<file path="src/rtl/fb_write_scheduler.sv">
// Framebuffer write scheduler: full-canvas clears and clipped square brush stamps,
// emitted one pixel per cycle on a registered write port.
module fb_write_scheduler #(
    parameter int DATA_WIDTH = 3,
    parameter int ADDR_WIDTH = 20,
    parameter int H_RES      = 640,
    parameter int V_RES      = 480
) (
    input  logic                  clk,
    input  logic                  rst,
    input  logic                  clear_req,
    input  logic [DATA_WIDTH-1:0] clear_color,
    input  logic                  stamp_valid,
    output logic                  stamp_ready,
    input  logic [9:0]            stamp_x,
    input  logic [9:0]            stamp_y,
    input  logic [2:0]            stamp_size,
    input  logic [DATA_WIDTH-1:0] stamp_color,
    output logic                  busy,
    output logic                  clear_done,
    output logic                  mem_we,
    output logic [ADDR_WIDTH-1:0] mem_addr,
    output logic [DATA_WIDTH-1:0] mem_din
);

    localparam logic [1:0] IDLE  = 2'd0;
    localparam logic [1:0] CLEAR = 2'd1;
    localparam logic [1:0] STAMP = 2'd2;

    localparam logic [ADDR_WIDTH-1:0] LAST_ADDR = ADDR_WIDTH'(H_RES * V_RES - 1);

    logic [1:0]            state;
    logic                  clear_pending;
    logic [9:0]            sx, sy;
    logic [2:0]            ssize, ox, oy;

    logic [9:0]            bx, by;
    logic [2:0]            nox, noy;
    logic [10:0]           px, py;
    logic [ADDR_WIDTH-1:0] paddr;
    logic [ADDR_WIDTH-1:0] addr_inc;
    logic                  p_in;
    logic                  stamp_last;

    assign stamp_ready = !rst && (state == IDLE) && !clear_req && !clear_pending;

    // Position about to be emitted: the stamp origin on acceptance, else the next offset.
    always_comb begin
        bx  = stamp_x;
        by  = stamp_y;
        nox = '0;
        noy = '0;
        if (state == STAMP) begin
            bx = sx;
            by = sy;
            if (ox == ssize) begin
                noy = oy + 3'd1;
            end else begin
                nox = ox + 3'd1;
                noy = oy;
            end
        end
        px         = {1'b0, bx} + {8'd0, nox};
        py         = {1'b0, by} + {8'd0, noy};
        paddr      = ADDR_WIDTH'(py) * ADDR_WIDTH'(H_RES) + ADDR_WIDTH'(px);
        p_in       = ({21'd0, px} < 32'(H_RES)) && ({21'd0, py} < 32'(V_RES));
        stamp_last = (ox == ssize) && (oy == ssize);
        addr_inc   = mem_addr + ADDR_WIDTH'(1);
    end

    always_ff @(posedge clk) begin
        if (rst) begin
            state         <= IDLE;
            clear_pending <= 1'b0;
            mem_we        <= 1'b0;
            mem_addr      <= '0;
            mem_din       <= '0;
            busy          <= 1'b0;
            clear_done    <= 1'b0;
            sx            <= '0;
            sy            <= '0;
            ssize         <= '0;
            ox            <= '0;
            oy            <= '0;
        end else begin
            case (state)
                IDLE: begin
                    if (clear_req) begin
                        state      <= CLEAR;
                        busy       <= 1'b1;
                        mem_we     <= 1'b1;
                        mem_addr   <= '0;
                        mem_din    <= clear_color;
                        clear_done <= (LAST_ADDR == '0);
                    end else if (stamp_valid) begin
                        state    <= STAMP;
                        sx       <= stamp_x;
                        sy       <= stamp_y;
                        ssize    <= stamp_size;
                        ox       <= '0;
                        oy       <= '0;
                        busy     <= 1'b1;
                        mem_we   <= p_in;
                        mem_addr <= paddr;
                        mem_din  <= stamp_color;
                    end
                end
                CLEAR: begin
                    if (mem_addr == LAST_ADDR) begin
                        state      <= IDLE;
                        busy       <= 1'b0;
                        mem_we     <= 1'b0;
                        clear_done <= 1'b0;
                    end else begin
                        mem_addr   <= addr_inc;
                        clear_done <= (addr_inc == LAST_ADDR);
                    end
                end
                STAMP: begin
                    if (stamp_last) begin
                        // A clear requested during the stamp follows back-to-back.
                        if (clear_req || clear_pending) begin
                            state         <= CLEAR;
                            clear_pending <= 1'b0;
                            busy          <= 1'b1;
                            mem_we        <= 1'b1;
                            mem_addr      <= '0;
                            mem_din       <= clear_color;
                            clear_done    <= (LAST_ADDR == '0);
                        end else begin
                            state  <= IDLE;
                            busy   <= 1'b0;
                            mem_we <= 1'b0;
                        end
                    end else begin
                        if (clear_req) clear_pending <= 1'b1;
                        ox       <= nox;
                        oy       <= noy;
                        mem_we   <= p_in;
                        mem_addr <= paddr;
                    end
                end
                default: state <= IDLE;
            endcase
        end
    end

endmodule

</file>
<file path="config.mk">
export PLATFORM = sky130hd
export DESIGN_NAME = fb_write_scheduler
export DESIGN_NICKNAME = d
export VERILOG_FILES = /design/src/rtl/fb_write_scheduler.sv
export SDC_FILE = /design/constraint.sdc
export NUM_CORES = 1
export LEC_CHECK = 0
export ABC_AREA = 0
export BUFFER_PORTS_ARGS = -buffer_cell sky130_fd_sc_hd__buf_2
export CORE_MARGIN = 1.5
export CORE_UTILIZATION = 23
export DETAILED_ROUTE_END_ITERATION = 10
export SLEW_MARGIN = 15
export SYNTH_ARGS = -nofsm -noshare
export SYNTH_HDL_FRONTEND = slang
export SYNTH_SLANG_ARGS = --single-unit
</file>
<file path="constraint.sdc">
create_clock -name clk -period 5.92 [get_ports clk]
set_input_delay 1.184 -clock clk [delete_from_list [all_inputs] [get_ports clk]]
set_output_delay 1.184 -clock clk [all_outputs]
set_load 0.005 [all_outputs]
</file>
==> qor.yml <==
crit_arrival_ns: 5.26
clock_sinks: 58
status: "finished, final reports clean"
holdWs_ns: 0.451
syn_area_mm2: 0.00487
grt_overflow_total: 0
syn_avg_cell_area_um2: 7.79
cts_htree_levels: 3
grt_pass1_vias: 4120
yosysWarnings: 0
critPathMaxStageDelay_ns: 0.56
yosysSeqAreaShare_pct: 23.8
powerDensity_mw_per_mm2: 413
clk_latency_ns: 0.33
end_kind: "flip-flop"
p_seq_share_pct: 25.8
power_mw: 2.34
cts-buffers-inserted: 9
gp_congestion: 0.826
startpoint_type: "flip-flop"
p_leak_nw: 2.19
stdcell_count: 949
grt_max_degree: 57
wl_per_cell_um: 14.3
synth-main-ff-cell: "dfxtp_1"
finalHoldViolCount: 0
synthesis.nets: 698
cpMaxStageDelayCell: "ha_2"
drt_wl_total_mm: 13.5
ys_seq_elements: 58
drcViolationCount: 0
fmax_ghz: 0.198
vias: 4608
p_clk_share_pct: 20.2
ir_worst_vdd_uv: 151
worstPathRequired_ns: 6.13
drive_gt1_share_pct: 16.2
coreArea_mm2: 0.0209
postCtsHoldBufs: 0
drt-vias-per-instance: 4.86
setup_violations: 0
hp-class: "reg -> reg"
crit_path_cell_trace: "inv_1 -> ha_2 -> buf_4 -> nand2_1 -> nor2_1 -> ha_1 -> inv_1 -> fa_1 -> nor2b_1 -> o221ai_1 -> a21o_1 -> xor2_1 -> fa_1 -> and3_1 -> o211ai_1 -> nor4_1 -> nand3_1 -> nor3_1 -> nand3b_1 -> a31oi_1"
fin_skew_ns: 0.0101
yosysUniqueCellTypes: 78
n_antenna_cell: 0
nNetsFinal: 741
cts_buffer_depth: 2
rows: 53
drt_iter0_drc: 367
period_needed_ns: 5.04
tightest_slew_ns: 0.886
yosys.area.top_type: "dfxtp_1"
syn_inst: 626
grt_antenna_before_repair: 2
drv_cap: 0
portBuffers: 59
grt_pass1_wl_mm: 22.1
dieWidth_um: 149
cp_max_fo: 26
rsz0062_at_grt: "false"
placed_area_mm2: 0.00540
postRouteAntennaNets: 0
area_growth_pct: 16.3
cts_root_buf: "clkbuf_16"
final-max-slew-violation-count: 0
async_flop_share_pct: 0
fin_crit_sh_pct: 85.2
dr.pass1.iters: 5
die_area_mm2: 0.0221
synthTopCellsByArea: "dfxtp_1 (24%), ha_1 (9.0%), nand2_1 (7.5%), xnor2_1 (5.0%), a21oi_1 (4.8%)"
yosys.area.top_type_share_pct: 23.8
swShare_pct: 44.7
critPathKind: "reg -> reg"
setup-tns-final_ns: 0
dp.cells: 933
synth_edf_count: 0
pwr-share-comb_pct: 54.0
start_util_pct: 23.3
postLayoutCellArea_mm2: 0.00567
post_cts_resized: 0
io_pins: 60
cts_setup_buffers: 0
switchingPower_mw: 1.05
grt_usage_pct: 12.4
die_h_um: 149
cts_tree: "yes"
internal_power_mw: 1.30
hpwl_mm: 10.2
relSlewSlack_pct: 40.8
path_clk_slew_ns: 0.05
-- state kept, by name, summed over array words and instances (netlist names) --
signal and count:
ssize 3, mem_we 1, sy 10, busy 1, clear_pending 1, ox 3, clear_done 1, state 2
oy 3, sx 10, mem_addr 20, mem_din 3
-- power by group through the flow --
| stage | clock network (mW) | registers (mW) | logic (mW) |
|---|---|---|---|
| global placement | 0 | 0.607 | 1.25 |
| global route | 0.506 | 0.619 | 1.42 |
| floorplan | 0 | 0.565 | 0.958 |
| detailed placement | 0 | 0.608 | 1.26 |
| finish | 0.473 | 0.603 | 1.27 |
| CTS | 0.485 | 0.600 | 1.27 |
-- worst max-delay path, delay by kind of cell, from the launching register on --
kind,cells,cell delay [ns]
compound gates,4,0.63
simple gates,8,1.64
fa+ha+maj,4,1.42
xor+xnor,1,0.37
buf+inv,3,0.54
flops,1,0.33
-- cells by family after synthesis --
kind of cell / synth area share, %
adder cells (fa/ha/maj): 10.6
XOR/XNOR: 8.26
flip-flops: 23.8
AND/OR/NAND/NOR: 25.3
multiplexers: 5.95
buffers and inverters: 4.26
AO/OA/AOI/OAI: 21.8
-- metal layers --
layer | wire, um | track usage (%)
met5 | 10 | 0
met1 | 7130 | 18.8
met2 | 5570 | 17.6
met3 | 755 | 2.88
met4 | 65 | 2.52
-- layout by cell type (no fill, tap or decap), types with 6 or more instances in the layout --
cell type / count
o21ai_0: 32
mux2_2: 8
a21o_1: 6
dfxtp_1: 58
mux2i_1: 20
nand2_1: 97
o32ai_1: 6
inv_1: 17
nand4_1: 7
nor3_1: 7
and3_1: 7
nor2_1: 51
clkbuf_16: 9
o22ai_1: 9
buf_2: 59
ha_1: 34
xor2_1: 18
a21oi_1: 47
a31oi_1: 7
nand3_1: 31
xnor2_1: 28
a22oi_1: 8
-- layout make-up --
| cell class | count | area (um2) |
|---|---|---|
| Clock buffer | 13 | 250 |
| Clock inverter | 3 | 15.0 |
| Fill cell | 2323 | 15200 |
| Inverter | 17 | 63.8 |
| Multi-Input combinational cell | 520 | 3510 |
| Sequential cell | 58 | 1160 |
| Tap cell | 275 | 344 |
| Timing Repair Buffer | 63 | 325 |
-- per-stage QoR --
stage / setup WS [ns] / utilization (%)
floorplan: 0.789 / -
global placement: 0.839 / 25.9
detailed placement: 0.755 / 25.9
CTS: 0.832 / 27.1
global route: 0.298 / 27.1
finish: 0.876 / 27.1
-- synth_stat cells, types with 9 or more instances --
cell,instances
nor2_1,51
nand3_1,31
xor2_1,18
inv_1,17
a21oi_1,47
clkbuf_1,19
mux2i_1,20
o22ai_1,9
ha_1,35
nand2_1,97
dfxtp_1,58
o21ai_0,32
xnor2_1,28
-- worst paths after layout --
path	start	endpoint	slack, ns	cells after the start
worst max-delay path	state[0]	mem_addr[19]	0.88	20
worst min-delay path	sy[1]	sy[1]	0.45	2
worst max register to register	state[0]	mem_addr[19]	0.88	20
worst min register to register	sy[1]	sy[1]	0.45	2
Power figures use the tool's default switching activity.
